<file path="src/rtl/ysyx_22041071_div_issue.sv">
// rtl/ysyx_22041071_div_issue.sv - divide issue/response sequencer; YSYX_22041071_DIV_BYPASS_EN enables local special-case resolution
module ysyx_22041071_div_issue (
  input  logic        clk,
  input  logic        reset,
  input  logic        op_valid,
  output logic        op_ready,
  input  logic [2:0]  op_type,
  input  logic [63:0] src1,
  input  logic [63:0] src2,
  input  logic        flush,
  output logic        res_valid,
  input  logic        res_ready,
  output logic [63:0] res,
  output logic        busy,
  output logic        div_valid,
  output logic        div_signed,
  output logic        divw,
  output logic [63:0] dividend,
  output logic [63:0] divisor,
  input  logic        div_ready,
  input  logic        div_out_valid,
  input  logic [63:0] quot,
  input  logic [63:0] rema,
  output logic        div_flush
);

  typedef enum logic [1:0] {
    S_IDLE  = 2'd0,
    S_WAIT  = 2'd1,
    S_RESP  = 2'd2,
    S_DRAIN = 2'd3
  } state_t;

  state_t      r_state;
  logic [2:0]  r_op_type;
  logic        r_res_valid;
  logic [63:0] r_res;
  logic        r_busy;
  logic        r_div_valid;
  logic        r_div_signed;
  logic        r_divw;
  logic [63:0] r_dividend;
  logic [63:0] r_divisor;

  logic        w_accept;
  logic [63:0] w_div_sel;
  logic [63:0] w_div_res;
  logic        w_bypass;
  logic [63:0] w_byp_res;

  // Acceptance needs an idle sequencer, an idle divider and no flush this cycle
  assign op_ready  = (r_state == S_IDLE) && div_ready && !flush;
  assign w_accept  = op_valid && op_ready;
  assign div_flush = flush;

  // Divider result selection; W ops always sign-extend bit 31, unsigned ones included
  assign w_div_sel = r_op_type[1] ? rema : quot;
  assign w_div_res = r_op_type[2] ? {{32{w_div_sel[31]}}, w_div_sel[31:0]} : w_div_sel;

`ifdef YSYX_22041071_DIV_BYPASS_EN
  logic        w_div_zero;
  logic        w_overflow;
  logic [63:0] w_byp_sel;

  // Special cases are judged on the incoming operands so the answer is ready at accept+1
  assign w_div_zero = op_type[2] ? (src2[31:0] == 32'd0) : (src2 == 64'd0);
  assign w_overflow = !op_type[0] &&
                      (op_type[2] ? ((src1[31:0] == 32'h8000_0000) && (src2[31:0] == 32'hFFFF_FFFF))
                                  : ((src1 == 64'h8000_0000_0000_0000) && (src2 == 64'hFFFF_FFFF_FFFF_FFFF)));
  // Zero divisor: q = all ones, r = dividend. Overflow: q = dividend (the MIN value), r = 0
  assign w_byp_sel  = w_div_zero ? (op_type[1] ? src1 : 64'hFFFF_FFFF_FFFF_FFFF)
                                 : (op_type[1] ? 64'd0 : src1);
  assign w_byp_res  = op_type[2] ? {{32{w_byp_sel[31]}}, w_byp_sel[31:0]} : w_byp_sel;
  assign w_bypass   = w_div_zero || w_overflow;
`else
  assign w_byp_res  = 64'd0;
  assign w_bypass   = 1'b0;
`endif

  // Sequencer: issue to divider, collect result, hold it for the consumer, drain on flush
  always_ff @(posedge clk) begin
    if (reset) begin
      r_state      <= S_IDLE;
      r_op_type    <= 3'd0;
      r_res_valid  <= 1'b0;
      r_res        <= 64'd0;
      r_busy       <= 1'b0;
      r_div_valid  <= 1'b0;
      r_div_signed <= 1'b0;
      r_divw       <= 1'b0;
      r_dividend   <= 64'd0;
      r_divisor    <= 64'd0;
    end else begin
      case (r_state)
        S_IDLE: begin
          if (w_accept) begin
            r_op_type    <= op_type;
            r_dividend   <= src1;
            r_divisor    <= src2;
            r_div_signed <= !op_type[0];
            r_divw       <= op_type[2];
            r_busy       <= 1'b1;
            if (w_bypass) begin
              r_state     <= S_RESP;
              r_res_valid <= 1'b1;
              r_res       <= w_byp_res;
            end else begin
              r_state     <= S_WAIT;
              r_div_valid <= 1'b1;
            end
          end
        end
        S_WAIT: begin
          if (flush) begin
            r_state     <= S_DRAIN;
            r_div_valid <= 1'b0;
          end else if (div_out_valid) begin
            r_state     <= S_RESP;
            r_div_valid <= 1'b0;
            r_res_valid <= 1'b1;
            r_res       <= w_div_res;
          end
        end
        S_RESP: begin
          // Flush and consumer handshake both retire the result; res returns to zero
          if (flush || res_ready) begin
            r_state     <= S_IDLE;
            r_res_valid <= 1'b0;
            r_res       <= 64'd0;
            r_busy      <= 1'b0;
          end
        end
        S_DRAIN: begin
          // A late result strobe from the cancelled divide is swallowed here
          if (div_ready && !div_out_valid) begin
            r_state <= S_IDLE;
            r_busy  <= 1'b0;
          end
        end
        default: begin
          r_state     <= S_IDLE;
          r_busy      <= 1'b0;
          r_div_valid <= 1'b0;
          r_res_valid <= 1'b0;
          r_res       <= 64'd0;
        end
      endcase
    end
  end

  assign res_valid  = r_res_valid;
  assign res        = r_res;
  assign busy       = r_busy;
  assign div_valid  = r_div_valid;
  assign div_signed = r_div_signed;
  assign divw       = r_divw;
  assign dividend   = r_dividend;
  assign divisor    = r_divisor;

endmodule

</file>
<file path="config.mk">
export PLATFORM = sky130hd
export DESIGN_NAME = ysyx_22041071_div_issue
export DESIGN_NICKNAME = d
export VERILOG_FILES = /design/src/rtl/ysyx_22041071_div_issue.sv
export SDC_FILE = /design/constraint.sdc
export NUM_CORES = 1
export LEC_CHECK = 0
export ABC_CLOCK_PERIOD_IN_PS = 1800
export CAP_MARGIN = 20
export CORE_AREA = 5 5 176 178
export DETAILED_ROUTE_END_ITERATION = 10
export DIE_AREA = 0 0 181 183
export GPL_TIMING_DRIVEN = 0
export HOLD_SLACK_MARGIN = 0.08
export PLACE_DENSITY = 0.73
export RECOVER_POWER = 100
export SKIP_LAST_GASP = 1
export SLEW_MARGIN = 5
export SYNTH_ARGS = -nofsm -noshare
export SYNTH_HDL_FRONTEND = slang
export SYNTH_SLANG_ARGS = --single-unit
</file>
<file path="constraint.sdc">
create_clock -name clk -period 1.8 [get_ports clk]
set_clock_uncertainty 0.2 [all_clocks]
set_input_delay 0.18 -clock clk [delete_from_list [all_inputs] [get_ports clk]]
set_output_delay 0.18 -clock clk [all_outputs]
set_load 0.1 [all_outputs]
</file>
Word-level counts from Yosys, hierarchy flattened. Index checks and enable logic that the tools add are counted.

Register bits after elaboration: 202. Input bits: 266. Output and inout bits: 199. Logic and storage cells: 58.

Eq/ne operators: 9. Multiplexer cells: 22. Reductions and logical operators: 17.

Operator list (number): 64-bit two-way mux (5); 64-bit one-hot mux with 2 select lines (1); 4-bit AND reduction (3); 2-bit two-way mux (5); 2-bit inequality test, second input constant (5); 2-bit one-hot mux with 4 select lines (1); 1-bit two-way mux (7); 2-bit == test, second input constant (2); 1-bit logical AND (4); 1-bit one-hot mux with 2 select lines (2); 2-bit nonzero test (2); 1-bit logical NOT (3); 3-bit inequality test, second input constant (1); 1-bit one-hot mux with 3 select lines (1); 3-bit AND reduction (1); 3-bit nonzero test (1); 2-bit by 1-bit == test with 1-bit output, second input constant (1); 2-bit logical NOT (1); 2-bit AND reduction (1); 1-bit logical OR (1).

Logic depth before layout (Yosys ltp).
Depth in word-level cells: 6. Mapped depth: 7. Depth with buffers taken out: 3.

Least setup slack after synthesis. Ideal clock, no wire load.

Path kind: register to output. Start: register r_state[1]. End: output op_ready. Arrival time: 3.112 ns. Required time: 1.420 ns. Path slack: -1.692 ns. Cell stages (with the launch flop): 7. Buffers on the path: 4. Cell sequence: dfxtp_1 buf_2 or2_1 buf_2 buf_4 buf_2 nor3_1.

Cells in the longest elaborated chain, start to end: 3.

RTL lines: start: declaration (RTL line 34) `state_t r_state;`; start signal: assignment (RTL line 83) `r_state <= S_IDLE;`; start signal: assignment (RTL line 104) `r_state <= S_RESP;`; start signal: assignment (RTL line 108) `r_state <= S_WAIT;`; 2-bit logical NOT (RTL line 52) `assign op_ready = (r_state == S_IDLE) && div_ready && !flush;`; 1-bit logical AND (2 in a row) (RTL line 52); end: declaration (RTL line 6) `output logic op_ready,`.

Every way passes these cells.

Worst setup path after layout.
Start: register r_state[0]. End: output op_ready.

Same word-level chain as after synthesis.

==> results.md <==
- Num rows: 63
- CTS Sinks: 200
- Worst Setup Start Kind: flop
- Filler cells: 2640
- Share of layout cells above drive strength 1: 26.4%
- Syn Inst Count: 884
- GRT Total Usage: 20.4%
- Least-Margin Pin Slew: 0.598 ns
- Hold slack final: 0.107 ns
- Syn Area/Cell: 9.16 µm²
- # DRC: 0
- Most common cell after layout, fill and taps aside: clkdlybuf4s50_1
- Synth Flop Type: dfxtp_1
- Nets: 1661
- ANT nets after route: 0
- Core Area: 29200 µm²
- Comb pwr share: 23.6%
- Sw Share: 30.6%
- Clk slew on worst S/H paths: 0.08 ns
- Sequential Power Share: 40.7%
- Max Root-Sink Buffers: 2
- CTS H-tree depth: 4
- DRT Pass-1 Iters: 5
- Int Pwr: 7.86 mW
- Inserted Clock Buffers: 17
- Setup tns final: -4.14 ns
- Final setup viols: 100
- Failing checks: setup timing
- Die width: 181 µm
- Vias in the first global route: 9182
- RSZ-0062 raised after global routing: true
- Yosys warns: 0
- Pwr Density: 767 nW/µm²
- RD Place Congestion: 0.877
- Crit end category: output port
- CTS root buf: clkbuf_16
- Multi-input gate area: 3740 µm²
- Largest net degree at the start of global routing: 17
- Number of synthesized flops with an enable pin: 0
- Fin worst setup slack: -0.176 ns
- Critical Path RT: 1.42 ns
- Starting Density: 27.7%
- Syn nets: 1150
- Placed inst area: 13300 µm²
- Psw: 3.46 mW
- # port buffers: 464
- Tcrit/Tclk final: 110%
- Most frequent cells in the layout: clkdlybuf4s50_1 (264), dfxtp_1 (197), clkdlybuf4s15_2 (178), a21oi_1 (134), nand3_1 (131)
- Starting DRT DRC Count: 487
- Overflow after GRT: 0
- Netlist cell types: 35
- Drt wl/cell: 20.0 µm
- Crit path max fanout: 3
- Sequential cell area fraction in the yosys report: 49.5%
- Synth Register Bits: 200
- Area growth, synth to finish: 82.3%
- Post-synth ARST share: 0%
- Type of the most critical hold path: input port to flop
- Arrival @ worst endpoint: 1.60 ns
- Area of the die: 33100 µm²
- Sequential Area: 4020 µm²
- Tmin final: 1.98 ns
- Drt via density: 5.01
- Vias: 9011
- Final Cell Area: 14800 µm²
- Die Span Y: 183 µm
- Final Hold Vio Count: 0
- Pre-CTS WS: -1.07 ns
- Final Core Density: 50.5%
- Clock Latency Late Sink: 0.43 ns
- Leakage dissipation: 5.09 nW
- Fmax: 506 MHz
- Worst VDD drop: 537 µV
- Initial antenna violation count: 3
- Io pins: 465
- CTS tree: done
- Flop-to-flop setup slack: -0.12 ns
- Max Cap Viol: 0
- CP Class: flop to output port
- Worst rel slew slack: 60.4%
- WL final: 36.0 mm
- Final Max Tran Viols: 0
- First-pass GRT wire length: 53.7 mm
- Clock share of power: 35.7%
- Outcome: complete, but fails checks
- Netlist area before placement: 8100 µm²
- Detail Placement HPWL: 27.0 mm
## Yosys cell counts, types with 2 or more instances
| cell type | number | area [µm²] |
|---|---|---|
| buf_6 | 5 | 56.3 |
| o21ai_1 | 4 | 20.0 |
| o2bb2ai_1 | 43 | 377 |
| nand3_1 | 131 | 656 |
| a21oi_1 | 134 | 671 |
| buf_4 | 7 | 52.6 |
| clkbuf_1 | 66 | 248 |
| o2bb2ai_2 | 20 | 300 |
| buf_2 | 24 | 120 |
| mux2i_1 | 31 | 310 |
| o21ai_0 | 128 | 641 |
| nor2b_1 | 33 | 206 |
| inv_1 | 3 | 11.3 |
| dfxtp_1 | 200 | 4000 |
| nand2_1 | 2 | 7.51 |
| a211oi_1 | 33 | 248 |
| nand3b_1 | 2 | 15.0 |
## final timing paths
| kind | start | end | cells after the start |
|---|---|---|---|
| hold / removal | src2[41] | divisor[41] | 3 |
| setup reg to reg | r_state[0] | res[4] | 7 |
| hold reg to reg | res[13] | res[13] | 1 |
| setup / recovery | r_state[0] | op_ready | 4 |
## registers in the layout, indices dropped and copies added (netlist names)
name and flops:
busy 1, div_signed 1, div_valid 1, dividend 64
divisor 64, divw 1, r_op_type 1, r_state 2
res 64, res_valid 1
## worst max-delay path, cell delays in order, from the launching register on
cell and delay (ns):
dfxtp_4 0.35, or2_4 0.28, buf_12 0.13, nor3_4 0.20, buf_12 0.20
## final cells by class
type	instances	area share (%)
Multi-Input combinational cell	577	25.4
Tap cell	390	3.31
Timing Repair Buffer	499	36.1
Clock inverter	10	0.975
Antenna cell	2	0.0339
Sequential cell	200	27.2
Inverter	3	0.0763
Buffer	97	3.83
Clock buffer	21	3.12
## logic make-up after synthesis
group	share of synthesized area (%)
compound gates	28.8
buf+inv	6.14
flops	49.5
mux	3.97
simple gates	11.6
## through the flow
step | cells | power (mW)
floorplan | 884 | 6.16
global placement | 1738 | 7.21
detailed placement | 1738 | 7.22
CTS | 1792 | 11.4
global route | 1799 | 11.7
finish | 1799 | 11.3
## timing repair
action / in CTS / in global routing
setup endpoints to repair: 398 / 212
endpoints found under the hold margin: 2 / 0
setup buffers: 21 / 6
pin swaps: 4 / 5
gates resized for setup: 687 / 91
hold buffers: 2 / 0
cloned: 5 / 2
## metal layers
layer / wire [µm] / vias up / GRT usage [%]
met5: 11 / - / 0
met3: 2870 / 61 / 6.62
met4: 1100 / 2 / 7.51
met2: 17900 / 403 / 35.7
li1: - / 4269 / -
met1: 14100 / 4276 / 23.5
## power groups by stage
stage,clock network [mW],registers (mW),logic [mW]
final,4.04,4.61,2.67
after global routing,4.30,4.62,2.80
after CTS,4.14,4.61,2.64
after detailed placement,0,4.71,2.51
after global placement,0,4.71,2.50
after floorplan,0,5.56,0.598
Note: power is estimated with default switching activity, not from simulation.
